==> src/rtl/axi4lite_pkg.sv <==
`default_nettype none
// ============================================================================
//  Module      : axi4lite_pkg
//  Description : Shared definitions for the AXI4-Lite timer peripheral:
//                register map, CTRL bit positions, response code and the
//                write/read channel state encodings.
//  Revision    : 1.0 - initial release
// ============================================================================
package axi4lite_pkg;

  // Register map (2-bit word address)
  localparam logic [1:0] ADDR_CTRL   = 2'd0;
  localparam logic [1:0] ADDR_LOAD   = 2'd1;
  localparam logic [1:0] ADDR_COUNT  = 2'd2;
  localparam logic [1:0] ADDR_STATUS = 2'd3;

  // CTRL register bit positions
  localparam int CTRL_EN          = 0;
  localparam int CTRL_AUTO_RELOAD = 1;
  localparam int CTRL_IRQ_EN      = 2;

  localparam logic [1:0] RESP_OKAY = 2'b00;

  typedef enum logic [1:0] {
    W_IDLE = 2'd0,
    W_ACK  = 2'd1,
    W_RESP = 2'd2
  } wr_state_t;

  typedef enum logic [1:0] {
    R_IDLE = 2'd0,
    R_ACK  = 2'd1,
    R_DATA = 2'd2
  } rd_state_t;

endpackage
`default_nettype wire

==> src/rtl/axi4lite_timer_slave_timer_core.sv <==
`default_nettype none
// ============================================================================
//  Module      : timer_core
//  Description : Prescaled down-counter with auto-reload, sticky expiry flag
//                and the CTRL/LOAD/COUNT/STATUS storage. Bus writes arrive as
//                one-cycle strobes sharing a single data byte.
//  Revision    : 1.0 - initial release
// ============================================================================
module timer_core
  import axi4lite_pkg::*;
#(
  parameter int PRESCALE = 4
) (
  input  logic       clk,
  input  logic       rst,
  input  logic [7:0] i_wdata,
  input  logic       i_ctrl_we,
  input  logic       i_load_we,
  input  logic       i_count_we,
  input  logic       i_status_clr,
  output logic [2:0] o_ctrl,
  output logic [7:0] o_load,
  output logic [7:0] o_count,
  output logic       o_expired
);

  localparam logic [7:0] c_PRE_MAX = 8'(PRESCALE - 1);

  logic [7:0] r_pre;
  logic [2:0] r_ctrl;
  logic [7:0] r_load;
  logic [7:0] r_count;
  logic       r_expired;

  logic w_tick;
  logic w_zero_tick;

  assign w_tick      = r_ctrl[CTRL_EN] && (r_pre == c_PRE_MAX);
  assign w_zero_tick = w_tick && (r_count == 8'd0);

  // Prescaler: free-runs 0..PRESCALE-1 while enabled, parked at 0 otherwise
  always_ff @(posedge clk) begin
    if (rst || !r_ctrl[CTRL_EN]) begin
      r_pre <= 8'd0;
    end else if (r_pre == c_PRE_MAX) begin
      r_pre <= 8'd0;
    end else begin
      r_pre <= r_pre + 8'd1;
    end
  end

  // CTRL: bus write, then a one-shot expiry overrides only the enable bit
  always_ff @(posedge clk) begin
    if (rst) begin
      r_ctrl <= 3'd0;
    end else begin
      if (i_ctrl_we) begin
        r_ctrl <= i_wdata[2:0];
      end
      if (w_zero_tick && !r_ctrl[CTRL_AUTO_RELOAD]) begin
        r_ctrl[CTRL_EN] <= 1'b0;
      end
    end
  end

  // LOAD: plain bus-written reload value
  always_ff @(posedge clk) begin
    if (rst) begin
      r_load <= 8'd0;
    end else if (i_load_we) begin
      r_load <= i_wdata;
    end
  end

  // COUNT: a bus write takes precedence over decrement/reload on a tick
  always_ff @(posedge clk) begin
    if (rst) begin
      r_count <= 8'd0;
    end else if (i_count_we) begin
      r_count <= i_wdata;
    end else if (w_tick) begin
      if (r_count != 8'd0) begin
        r_count <= r_count - 8'd1;
      end else if (r_ctrl[CTRL_AUTO_RELOAD]) begin
        r_count <= r_load;
      end
    end
  end

  // Expiry flag: sticky; a new expiry wins over a same-cycle clear
  always_ff @(posedge clk) begin
    if (rst) begin
      r_expired <= 1'b0;
    end else if (w_zero_tick) begin
      r_expired <= 1'b1;
    end else if (i_status_clr) begin
      r_expired <= 1'b0;
    end
  end

  assign o_ctrl    = r_ctrl;
  assign o_load    = r_load;
  assign o_count   = r_count;
  assign o_expired = r_expired;

endmodule
`default_nettype wire

==> src/rtl/axi4lite_timer_slave.sv <==
`default_nettype none
// ============================================================================
//  Module      : axi4lite_timer_slave
//  Description : AXI4-Lite slave (2-bit address, 8-bit data) fronting a
//                prescaled down-counter timer with interrupt output.
//                Independent write and read channel state machines.
//  Revision    : 1.0 - initial release
// ============================================================================
module axi4lite_timer_slave
  import axi4lite_pkg::*;
#(
  parameter int PRESCALE = 4
) (
  input  logic       clk,
  input  logic       rst,
  input  logic [1:0] s_axi_awaddr,
  input  logic       s_axi_awvalid,
  output logic       s_axi_awready,
  input  logic [7:0] s_axi_wdata,
  input  logic       s_axi_wstrb,
  input  logic       s_axi_wvalid,
  output logic       s_axi_wready,
  output logic [1:0] s_axi_bresp,
  output logic       s_axi_bvalid,
  input  logic       s_axi_bready,
  input  logic [1:0] s_axi_araddr,
  input  logic       s_axi_arvalid,
  output logic       s_axi_arready,
  output logic [7:0] s_axi_rdata,
  output logic [1:0] s_axi_rresp,
  output logic       s_axi_rvalid,
  input  logic       s_axi_rready,
  output logic       irq
);

  wr_state_t  r_wr_state;
  rd_state_t  r_rd_state;
  logic [7:0] r_rdata;

  logic       w_wr_en;
  logic [2:0] w_ctrl;
  logic [7:0] w_load;
  logic [7:0] w_count;
  logic       w_expired;
  logic [7:0] w_rd_mux;

  // Register writes happen only in the single accept cycle
  assign w_wr_en = (r_wr_state == W_ACK) && s_axi_wstrb;

  timer_core #(
    .PRESCALE(PRESCALE)
  ) u_timer_core (
    .clk          (clk),
    .rst          (rst),
    .i_wdata      (s_axi_wdata),
    .i_ctrl_we    (w_wr_en && (s_axi_awaddr == ADDR_CTRL)),
    .i_load_we    (w_wr_en && (s_axi_awaddr == ADDR_LOAD)),
    .i_count_we   (w_wr_en && (s_axi_awaddr == ADDR_COUNT)),
    .i_status_clr (w_wr_en && (s_axi_awaddr == ADDR_STATUS) && s_axi_wdata[0]),
    .o_ctrl       (w_ctrl),
    .o_load       (w_load),
    .o_count      (w_count),
    .o_expired    (w_expired)
  );

  // Write channel: wait for address and data together, accept, respond
  always_ff @(posedge clk) begin
    if (rst) begin
      r_wr_state <= W_IDLE;
    end else begin
      case (r_wr_state)
        W_IDLE:  if (s_axi_awvalid && s_axi_wvalid) r_wr_state <= W_ACK;
        W_ACK:   r_wr_state <= W_RESP;
        W_RESP:  if (s_axi_bready) r_wr_state <= W_IDLE;
        default: r_wr_state <= W_IDLE;
      endcase
    end
  end

  // Read data selection; unused CTRL/STATUS bits read as zero
  always_comb begin
    w_rd_mux = 8'd0;
    case (s_axi_araddr)
      ADDR_CTRL:   w_rd_mux = {5'd0, w_ctrl};
      ADDR_LOAD:   w_rd_mux = w_load;
      ADDR_COUNT:  w_rd_mux = w_count;
      ADDR_STATUS: w_rd_mux = {7'd0, w_expired};
      default:     w_rd_mux = 8'd0;
    endcase
  end

  // Read channel: accept address, capture data once, hold until taken
  always_ff @(posedge clk) begin
    if (rst) begin
      r_rd_state <= R_IDLE;
      r_rdata    <= 8'd0;
    end else begin
      case (r_rd_state)
        R_IDLE:  if (s_axi_arvalid) r_rd_state <= R_ACK;
        R_ACK: begin
          r_rdata    <= w_rd_mux;
          r_rd_state <= R_DATA;
        end
        R_DATA:  if (s_axi_rready) r_rd_state <= R_IDLE;
        default: r_rd_state <= R_IDLE;
      endcase
    end
  end

  assign s_axi_awready = (r_wr_state == W_ACK);
  assign s_axi_wready  = (r_wr_state == W_ACK);
  assign s_axi_bvalid  = (r_wr_state == W_RESP);
  assign s_axi_bresp   = RESP_OKAY;
  assign s_axi_arready = (r_rd_state == R_ACK);
  assign s_axi_rvalid  = (r_rd_state == R_DATA);
  assign s_axi_rdata   = r_rdata;
  assign s_axi_rresp   = RESP_OKAY;
  assign irq           = w_expired && w_ctrl[CTRL_IRQ_EN];

endmodule
`default_nettype wire
==> config.mk <==
export PLATFORM = sky130hd
export DESIGN_NAME = axi4lite_timer_slave
export DESIGN_NICKNAME = d
export VERILOG_FILES = /design/src/rtl/axi4lite_pkg.sv /design/src/rtl/axi4lite_timer_slave_timer_core.sv /design/src/rtl/axi4lite_timer_slave.sv
export SDC_FILE = /design/constraint.sdc
export NUM_CORES = 1
export LEC_CHECK = 0
export ABC_CLOCK_PERIOD_IN_PS = 5100
export BUFFER_PORTS_ARGS = -buffer_cell sky130_fd_sc_hd__buf_2
export CORE_ASPECT_RATIO = 1.4
export CORE_MARGIN = 2
export CORE_UTILIZATION = 49
export CTS_BUF_LIST = sky130_fd_sc_hd__clkbuf_16
export DETAILED_ROUTE_END_ITERATION = 6
export PLACE_DENSITY = 0.72
export RECOVER_POWER = 100
export SLEW_MARGIN = 15
export SYNTH_ARGS = -nofsm -noshare
export SYNTH_HDL_FRONTEND = slang
export SYNTH_SLANG_ARGS = --single-unit
==> constraint.sdc <==
create_clock -name clk -period 5.1 [get_ports clk]
set_input_delay 0.255 -clock clk [delete_from_list [all_inputs] [get_ports clk]]
set_output_delay 0.255 -clock clk [all_outputs]
set_load 0.01 [all_outputs]
==> summary.txt, run 1 <==
PortBufs -> 33
global-route wire length before repair -> 8310 µm
Worst-Margin Slew -> 1.53 ns
TritonCTS clock tree -> yes
post-route clock period utilization -> 42.5%
Worst Path Buf+Inv -> 1
commonest non-fill, non-tap cell in the layout -> dfxtp_1
commonest register cell after synthesis -> dfxtp_1
row cnt -> 27
routed wire length -> 4810 µm
startpoint types -> register
critical path arrival -> 2.33 ns
Synth-to-Final Area Change -> 12.7%
crit end category -> register
most frequent cells in the layout -> 40 x dfxtp_1, 36 x nor2_1, 27 x nand2_1
Hold Violations, Final -> 0
Slew HR -> -1.89%
htree depth -> 2
Post-CTS Setup Bufs -> 0
DR WL/cell -> 15.1 µm
Yosys cell types -> 44
Hold Crit Class -> in -> reg
Hold Buf Count CTS -> 0
CTS Buffer Depth -> 2
RSZ-0062 raised after global routing -> false
reg2reg start -> u_timer_core.o_count[0]
share of cells above drive strength 1 -> 11.3%
delay-heaviest family, CP -> simple AND/OR/NAND/NOR gates
cells after synthesis -> 247
WS Path Type -> reg -> reg
cts bufs inserted -> 5
DRT Pass-1 Iters -> 4
# IOs -> 38
Worst-path clk slew -> 0.06 ns
setup violators final -> 0
die width -> 58.6 µm
crit-path cells -> inv_1 > ha_1 > or3b_1 > nor3_1 > nand3b_1 > nand2_1 > a311oi_1
fmax -> 461 MHz
register area share after synthesis -> 39.2%
clk sink count -> 40
number of DRC markers in iteration 0 -> 90
die area -> 4710 µm²
gr usage total -> 23.0%
Largest stage delay, worst path -> 0.46 ns
Reg2Reg Depth -> 7
Resized cells post-CTS -> 0
initial antenna violation count -> 0
final core occ -> 58.2%
minimum clock period -> 2.17 ns
Reg area -> 801 µm²
HPWL after DPL -> 3490 µm
max-slew violations -> 35
failing checks -> max-capacitance violations, max-slew violations
total chip power -> 0.665 mW
Critical Path RT -> 5.26 ns
min-delay src -> s_axi_wdata[6]
Post-Route Setup TNS -> 0 ns
EDFF count, synth -> 0
Final GP Congestion -> 0.886
Final Skew -> 0.00333 ns
peak supply drop -> 306 µV
post-route ant nets -> 0
Setup crit start -> u_timer_core.o_count[0]
mean post-synth cell area -> 8.27 µm²
via density per instance -> 5.85
drt drc -> 0
Synth async-reset ratio -> 0%
fillcell total -> 382
Core Region -> 3950 µm²
slowest cell on the critical path -> or3b_1
Clk Latency, worst-skew pair -> 0.28 ns
multi-input logic area -> 1140 µm²
vias in the first global route -> 1,768
Max Cap Viol -> 1
Pwr per Cell Area -> 289 nW/µm²
FF+latch count, synth -> 40
largest net degree at the start of global routing -> 35
hold path depth -> 3
Leak -> 0.809 nW
worst-path fanout max -> 9
synthesized area -> 2040 µm²
Worst path depth -> 7
Final Net Count -> 297
yosys warns -> 0
clk root buf -> clkbuf_16
initial core utilization -> 51.7%
grt total ovfl -> 0
die height -> 80.4 µm
routed vias -> 1,859
status -> complete, but fails checks
# diodes -> 0
through the flow:
step / hold WS [ns] / instance area [µm²] / worst slack [ns] / cells
2_1_floorplan: 0.363 / 2050 / 3.13 / 250
3_3_place_gp: 0.420 / 2190 / 3.07 / 310
3_5_place_dp: 0.427 / 2190 / 3.02 / 310
4_1_cts: 0.204 / 2320 / 2.97 / 318
5_1_grt: 0.209 / 2300 / 2.72 / 318
6_report: 0.201 / 2300 / 2.93 / 318
report_power, final:
part           switching [mW]  internal (mW)
registers             0.00436          0.319
logic                  0.0321         0.0189
clock network           0.113          0.177
total                   0.150          0.516
path summary, 6_finish.rpt:
check | to | slack (ns)
min | u_timer_core.o_count[6] | 0.20
max reg2reg | u_timer_core.o_count[1] | 2.93
min reg2reg | r_rd_state[0] | 0.43
max | u_timer_core.o_count[1] | 2.93
worst min-delay path, stage by stage:
cell     delay (ns)
buf_2          0.09
nand2_1        0.05
o31ai_1        0.05
area by class of cell:
class | count | share of cell area [%]
clock buffers | 5 | 5.43
clock inverters | 3 | 0.598
inverters | 6 | 0.978
multi-input cells | 188 | 49.5
flip-flops and latches | 40 | 34.8
well taps | 43 | 2.34
repair buffers | 33 | 6.41
flip-flops by register name, summed over array words and instances (netlist names):
signal	cells
r_rd_state	2
r_wr_state	2
s_axi_rdata	8
u_timer_core.o_count	8
u_timer_core.o_ctrl	3
u_timer_core.o_expired	1
u_timer_core.o_load	8
u_timer_core.r_pre	8
cell usage after synthesis (all sizes together) (2+ instances only):
| cell type | n | area share, % |
|---|---|---|
| a211oi | 10 | 3.7 |
| a21oi | 17 | 4.2 |
| a22oi | 5 | 1.8 |
| a311oi | 4 | 1.7 |
| and3 | 2 | 0.61 |
| buf | 6 | 2.4 |
| clkbuf | 10 | 1.8 |
| dfxtp | 40 | 39 |
| ha | 3 | 1.8 |
| inv | 6 | 1.1 |
| mux2i | 7 | 3.4 |
| nand2 | 27 | 5.0 |
| nand2b | 2 | 0.61 |
| nand3 | 9 | 2.2 |
| nand3b | 2 | 0.74 |
| nor2 | 36 | 6.6 |
| nor2b | 6 | 1.8 |
| nor3 | 9 | 2.7 |
| nor3b | 2 | 0.74 |
| nor4b | 4 | 1.7 |
| o211ai | 3 | 1.1 |
| o21ai | 10 | 2.5 |
| o31ai | 2 | 0.98 |
| or4b | 2 | 0.98 |
| xnor2 | 4 | 1.7 |
| xor2 | 4 | 1.7 |
routing by layer:
metal	GRT usage [%]	routed length, µm
met5	0	0
met4	12.1	161
met3	4.83	264
met2	39.3	2400
met1	26.2	1990
cell families after synthesis:
kind of cell               synth area share [%]
AOI/OAI and AO/OA                          18.1
xor gates and xnor gates                   3.43
adders and majority gates                  1.84
buffers and inverters                      5.33
DFF                                        39.2
muxes                                      5.09
other                                     0.184
and+or+nand+nor                            26.8
Power figures use the tool's default switching activity.
==> inputs of run 2 (changes only) <==
--- a/config.mk
+++ b/config.mk
@@ -5,7 +5,7 @@
 export SDC_FILE = /design/constraint.sdc
 export NUM_CORES = 1
 export LEC_CHECK = 0
-export ABC_CLOCK_PERIOD_IN_PS = 5100
+export ABC_CLOCK_PERIOD_IN_PS = 2150
 export BUFFER_PORTS_ARGS = -buffer_cell sky130_fd_sc_hd__buf_2
 export CORE_ASPECT_RATIO = 1.4
 export CORE_MARGIN = 2
==> constraint.sdc (replaced) <==
create_clock -name clk -period 2.15 [get_ports clk]
set_input_delay 0.1075 -clock clk [delete_from_list [all_inputs] [get_ports clk]]
set_output_delay 0.1075 -clock clk [all_outputs]
set_load 0.01 [all_outputs]
==> run 2 against run 1 <==
  * The run now ends clean
  * Clock-buffer cell count is the same
  * Register-to-register slack got worse by 2.8 ns
  * Total power increased to 2.6 times the previous value
  * Routed wire length is 2.3% higher
  * Worst setup slack got worse by 2.8 ns
  * Clock power grew to 2.9 times the previous value
  * Sequential power up 140%
  * Combinational power grew to 2.5 times the previous value
  * Final cell count grew 4.4%
  * Maximum frequency grew 7.1%
  * Largest power group is now the clock network
  * Highest routed layer unchanged
==> summary.txt, run 2 (synthesized netlist as in run 1, its figures left out) <==
status -> complete, no violations
RSZ-0062 raised after global routing -> false
R2R setup slack -> 0.13 ns (-2.81 ns)
PortBufs -> 33 (unchanged)
Leak -> 0.879 nW (+8.6%)
fillcell total -> 380 (-0.52%)
Final Net Count -> 311 (+4.7%)
Post-Route Setup TNS -> 0 ns (unchanged)
crit end category -> register
Reg area -> 802 µm² (+0.16%)
Final Skew -> 0.00598 ns (+0.00265 ns)
Post-CTS Setup Bufs -> 0 (unchanged)
initial antenna violation count -> 0 (unchanged)
commonest non-fill, non-tap cell in the layout -> dfxtp_1
Hold Crit Class -> in -> reg
Synth-to-Final Area Change -> 19.2%
max-slew violations -> 0 (-100%)
Resized cells post-CTS -> 0 (unchanged)
DR WL/cell -> 14.8 µm (-2.0%)
Clk Latency, worst-skew pair -> 0.28 ns (about the same)
peak supply drop -> 578 µV (+89%)
post-route ant nets -> 0 (unchanged)
Placed Instance Area -> 2290 µm² (+4.8%)
setup violators final -> 0 (unchanged)
routed vias -> 1,894 (+1.9%)
HPWL after DPL -> 3670 µm (+5.1%)
DRT Pass-1 Iters -> 4 (unchanged)
hold path depth -> 3 (unchanged)
cts bufs inserted -> 5 (unchanged)
crit-path cells -> ha_1 > or4b_1 > or3_4 > o32ai_1 > o31ai_2
clk root buf -> clkbuf_16
Final GP Congestion -> 0.904 (+2.0%)
gr usage total -> 22.7% (-0.32 points)
die height -> 80.4 µm (unchanged)
cell area after layout -> 2430 µm² (+5.8%)
Hold Buf Count CTS -> 0 (unchanged)
number of DRC markers in iteration 0 -> 75 (-17%)
Slew HR -> 55.6% (+57 points)
WS Path Type -> reg -> reg
via density per instance -> 5.70 (-2.4%)
most frequent cells in the layout -> 39 x dfxtp_1, 36 x nor2_1, 27 x nand2_1
Reg2Reg Depth -> 5 (-2)
multi-input logic area -> 1150 µm² (+0.99%)
TritonCTS clock tree -> yes
Worst Path Buf+Inv -> 0 (-1)
Hold Violations, Final -> 0 (unchanged)
Max Cap Viol -> 0 (-1)
die area -> 4710 µm² (unchanged)
startpoint types -> register
Worst path depth -> 5 (-2)
reg2reg end -> u_timer_core.o_count[7]
Worst-Margin Slew -> 0.666 ns (-0.862 ns)
worst-path fanout max -> 6 (-3)
routed wire length -> 4920 µm (+2.3%)
vias in the first global route -> 1,774 (+0.34%)
htree depth -> 2 (unchanged)
# diodes -> 0 (unchanged)
Largest stage delay, worst path -> 0.49 ns (+0.03 ns)
slowest cell on the critical path -> or4b_1
Pwr per Cell Area -> 710 nW/µm² (+150%)
minimum clock period -> 2.02 ns (-0.144 ns)
die width -> 58.6 µm (unchanged)
Core Region -> 3950 µm² (unchanged)
row cnt -> 27 (unchanged)
largest net degree at the start of global routing -> 20 (-43%)
# IOs -> 38 (unchanged)
Worst-path clk slew -> 0.06 ns (about the same)
delay-heaviest family, CP -> simple AND/OR/NAND/NOR gates
Hold Path End -> u_timer_core.o_count[6]
drt drc -> 0 (unchanged)
initial core utilization -> 51.7% (unchanged)
fmax -> 494 MHz (+7.1%)
clk sink count -> 40 (unchanged)
critical path arrival -> 2.18 ns (-0.15 ns)
reg2reg start -> u_timer_core.r_pre[0]
share of cells above drive strength 1 -> 15.9% (+4.6 points)
CTS Buffer Depth -> 2 (unchanged)
min-delay src -> s_axi_wdata[6]
post-route clock period utilization -> 94.1% (+52 points)
grt total ovfl -> 0 (unchanged)
Critical Path RT -> 2.31 ns (-2.95 ns)
global-route wire length before repair -> 8070 µm (-3.0%)
## run 2: power breakdown
group | total (mW) | internal, mW | switching, mW
clock | 0.833 | 0.544 | 0.289
sequential | 0.767 | 0.757 | 0.00946
combinational | 0.128 | 0.0493 | 0.0784
total | 1.73 | 1.35 | 0.377
## run 2: routing by layer
metal  track usage (%)  part of all wire [%]  vias to the layer above
met5                 0                     0                        -
li1                  -                     -                      952
met3              2.90                   4.7                       12
met2              39.3                    52                       48
met4              12.1                   2.6                        0
met1              26.4                    41                      882
## run 2: worst max-delay path by stage
stage	start	end	slack, ns
2_1_floorplan	u_timer_core.o_count[0]	u_timer_core.o_count[0]	0.18
3_3_place_gp	u_timer_core.r_pre[0]	u_timer_core.o_count[7]	0.20
3_5_place_dp	u_timer_core.r_pre[0]	u_timer_core.o_count[7]	0.14
4_1_cts	u_timer_core.r_pre[0]	u_timer_core.o_count[7]	0.13
5_1_grt	u_timer_core.r_pre[0]	u_timer_core.o_count[7]	0.006
6_report	u_timer_core.r_pre[0]	u_timer_core.o_count[7]	0.13
## run 2: area by class of cell
cell class                 instances  share of cell area [%]
multi-input combinational        188                    47.2
sequential                        40                    32.9
clock inverter                     3                    1.75
tap                               43                    2.21
inverter                           6                   0.925
timing repair buffer              47                    9.81
clock buffer                       5                    5.14
## run 2: per-stage QoR
| step | power [mW] | utilization, % | hold slack [ns] | setup WS, ns | cells |
|---|---|---|---|---|---|
| 2_1_floorplan | 0.865 | - | 0.216 | 0.182 | 250 |
| 3_3_place_gp | 0.914 | 58.0 | 0.332 | 0.195 | 324 |
| 3_5_place_dp | 0.916 | 58.0 | 0.329 | 0.140 | 324 |
| 4_1_cts | 1.75 | 62.2 | 0.0414 | 0.128 | 332 |
| 5_1_grt | 1.79 | 61.6 | 0.0543 | 0.00592 | 332 |
| 6_report | 1.73 | 61.6 | 0.0442 | 0.126 | 332 |
## run 2: worst register-to-register path: cells and delay by family (launching register included)
family,cells,cell delay [ns]
DFF,1,0.34
and+or+nand+nor,2,0.90
adders and majority gates,1,0.26
AOI/OAI and AO/OA,2,0.41
==> inputs of run 3 (changes only) <==
--- a/config.mk
+++ b/config.mk
@@ -5,6 +5,7 @@
 export SDC_FILE = /design/constraint.sdc
 export NUM_CORES = 1
 export LEC_CHECK = 0
+export ABC_AREA = 1
 export ABC_CLOCK_PERIOD_IN_PS = 2150
 export BUFFER_PORTS_ARGS = -buffer_cell sky130_fd_sc_hd__buf_2
 export CORE_ASPECT_RATIO = 1.4
@@ -12,7 +13,7 @@
 export CORE_UTILIZATION = 49
 export CTS_BUF_LIST = sky130_fd_sc_hd__clkbuf_16
 export DETAILED_ROUTE_END_ITERATION = 6
-export PLACE_DENSITY = 0.72
+export PLACE_DENSITY = 0.71
 export RECOVER_POWER = 100
 export SLEW_MARGIN = 15
 export SYNTH_ARGS = -nofsm -noshare
==> run 3 against run 2 <==
  * Clock-buffer cell count unchanged
  * Flip-flop and latch count stayed put
  * Critical endpoint is now u_timer_core.o_count[4]
  * Via count increased by 7.8%
  * Register-to-register slack better by 0.30 ns
==> summary.txt, run 3 <==
GR peak layer -> met2
clk root buf -> clkbuf_16
leading area contributor after synthesis -> dfxtp_1
startpoint types -> register
status -> complete, no violations
DRT Pass-1 Iters -> 4 (unchanged)
Slew HR -> 37.6% (-18 points)
Synth-to-Final Area Change -> 14.7%
number of DRC markers in iteration 0 -> 76 (+1.3%)
via density per instance -> 5.03 (-12%)
gr usage total -> 21.7% (-0.97 points)
die width -> 60.0 µm (+2.4%)
DR WL/cell -> 12.2 µm (-18%)
Largest stage delay, worst path -> 0.38 ns (-0.11 ns)
cts bufs inserted -> 5 (unchanged)
routed wire length -> 4950 µm (+0.51%)
PortBufs -> 33 (unchanged)
Resized cells post-CTS -> 0 (unchanged)
row cnt -> 28 (+3.7%)
met2 usage -> 39.9% (+0.57 points)
Worst-Margin Slew -> 0.936 ns (+0.270 ns)
minimum clock period -> 1.73 ns (-0.297 ns)
die height -> 82.4 µm (+2.5%)
met1 Use GR -> 23.9% (-2.5 points)
synthesized area -> 2150 µm² (+5.3%)
die area -> 4940 µm² (+5.0%)
crit-path cells -> inv_2 > nor2_1 > nand3_4 > nand2_1 > nand2_2 > inv_2 > nand2_1 > nor2_1 > nor2_1
most frequent cells in the layout -> 61 x nand2_1, 46 x inv_1, 41 x nor2_1
# diodes -> 0 (unchanged)
most frequent CP cell -> nor2_1
Hold Violations, Final -> 0 (unchanged)
setup violators final -> 0 (unchanged)
post-route ant nets -> 0 (unchanged)
Hold Crit Class -> in -> reg
Final Skew -> 0.00570 ns (-0.000278 ns)
global-route wire length before repair -> 8090 µm (+0.25%)
largest net degree at the start of global routing -> 24 (+20%)
clk sink count -> 40 (unchanged)
peak supply drop -> 417 µV (-28%)
RSZ-0062 raised after global routing -> false
Post-CTS Setup Bufs -> 0 (unchanged)
critical path arrival -> 1.90 ns (-0.28 ns)
mean post-synth cell area -> 6.89 µm² (-17%)
initial core utilization -> 50.7% (-0.95 points)
count leader, synth -> nand2_1
fillcell total -> 450 (+18%)
commonest register cell after synthesis -> dfxtp_1
total chip power -> 1.73 mW (about the same)
Max Cap Viol -> 0 (unchanged)
Commonest cells post-synth -> 61 x nand2_1, 45 x inv_1, 40 x dfxtp_1, 40 x nor2_1, 24 x a21oi_1
# IOs -> 38 (unchanged)
drt drc -> 0 (unchanged)
Pwr per Cell Area -> 701 nW/µm² (-1.2%)
worst-path fanout max -> 11 (+5)
Synth async-reset ratio -> 0% (unchanged)
Yosys cell types -> 36 (-18%)
post-route clock period utilization -> 80.3% (-14 points)
Critical Path RT -> 2.32 ns (about the same)
register area share after synthesis -> 37.3% (-2.0 points)
Core Region -> 4240 µm² (+7.2%)
share of cells above drive strength 1 -> 12.7% (-3.2 points)
Clk Latency, worst-skew pair -> 0.29 ns (about the same)
Area contributors post-synth -> dfxtp_1 37%, nand2_1 11%, inv_1 7.9%
initial antenna violation count -> 0 (unchanged)
HPWL after DPL -> 3800 µm (+3.5%)
Final GP Congestion -> 0.901 (-0.29%)
yosys warns -> 0 (unchanged)
Leak -> 1.14 nW (+29%)
vias in the first global route -> 1,857 (+4.7%)
met3 usage -> 4.52% (+1.6 points)
cells after synthesis -> 312 (+26%)
EDFF count, synth -> 0 (unchanged)
routed vias -> 2,042 (+7.8%)
grt total ovfl -> 0 (unchanged)
htree depth -> 2 (unchanged)
max-slew violations -> 0 (unchanged)
crit end category -> register
commonest non-fill, non-tap cell in the layout -> nand2_1
slowest cell on the critical path -> dfxtp_1
Post-Route Setup TNS -> 0 ns (unchanged)
WS Path Type -> reg -> reg
FF+latch count, synth -> 40 (unchanged)
CTS Buffer Depth -> 2 (unchanged)
fmax -> 579 MHz (+17%)
Hold Buf Count CTS -> 0 (unchanged)
R2R setup slack -> 0.42 ns (+0.30 ns)
post-synth top area share -> 37.3% (-2.0 points)
TritonCTS clock tree -> yes
Worst-path clk slew -> 0.05 ns (about the same)
Final Net Count -> 368 (+18%)
[run 3: area by class of cell]
class | instances | area [µm²] | area share [%]
flip-flops and latches | 40 | 801 | 32.5
clock buffers | 5 | 125 | 5.08
inverters | 52 | 195 | 7.92
well taps | 60 | 75.1 | 3.05
repair buffers | 35 | 156 | 6.35
clock inverters | 3 | 42.5 | 1.73
multi-input cells | 211 | 1070 | 43.4
[run 3: final timing paths]
path | from | to | depth (start not counted)
max | r_wr_state[0] | u_timer_core.o_count[4] | 9
min | s_axi_arvalid | r_rd_state[0] | 3
max reg2reg | r_wr_state[0] | u_timer_core.o_count[4] | 9
min reg2reg | r_rd_state[1] | r_rd_state[0] | 1
[run 3: cells by family after synthesis]
logic type | synth area share, %
simple gates | 29.3
buf+inv | 13.2
compound gates | 16.3
flops | 37.3
xor+xnor | 1.63
fa+ha+maj | 1.75
other cells | 0.174
mux | 0.466
[run 3: worst max-delay path: cells and delay by family, from the launching register on]
family / cells / cell delay (ns)
flops: 1 / 0.38
buf+inv: 2 / 0.18
simple gates: 7 / 1.06
[run 3: stage by stage]
step	hold WS, ns	instance area, µm²	utilization [%]	cells	setup slack [ns]
finish	0.0624	2460	58.1	406	0.423
global route	0.0570	2460	58.1	406	0.157
CTS	0.0582	2500	58.9	406	0.450
detailed placement	0.354	2330	54.9	398	0.476
global placement	0.353	2330	54.9	398	0.545
floorplan	0.246	2160	-	315	0.684
[run 3: per-layer routing]
layer / part of all wire (%) / routed length (µm)
met5: 0 / 0
met4: 1.2 / 61
met3: 3.7 / 181
met2: 52 / 2570
met1: 43 / 2130
[run 3: power by group]
group / leakage, nW / switching (mW) / internal, mW
Clock: 0.0798 / 0.289 / 0.544
Sequential: 0.324 / 0.0104 / 0.759
Combinational: 0.732 / 0.0809 / 0.0441
Total: 1.14 / 0.380 / 1.35
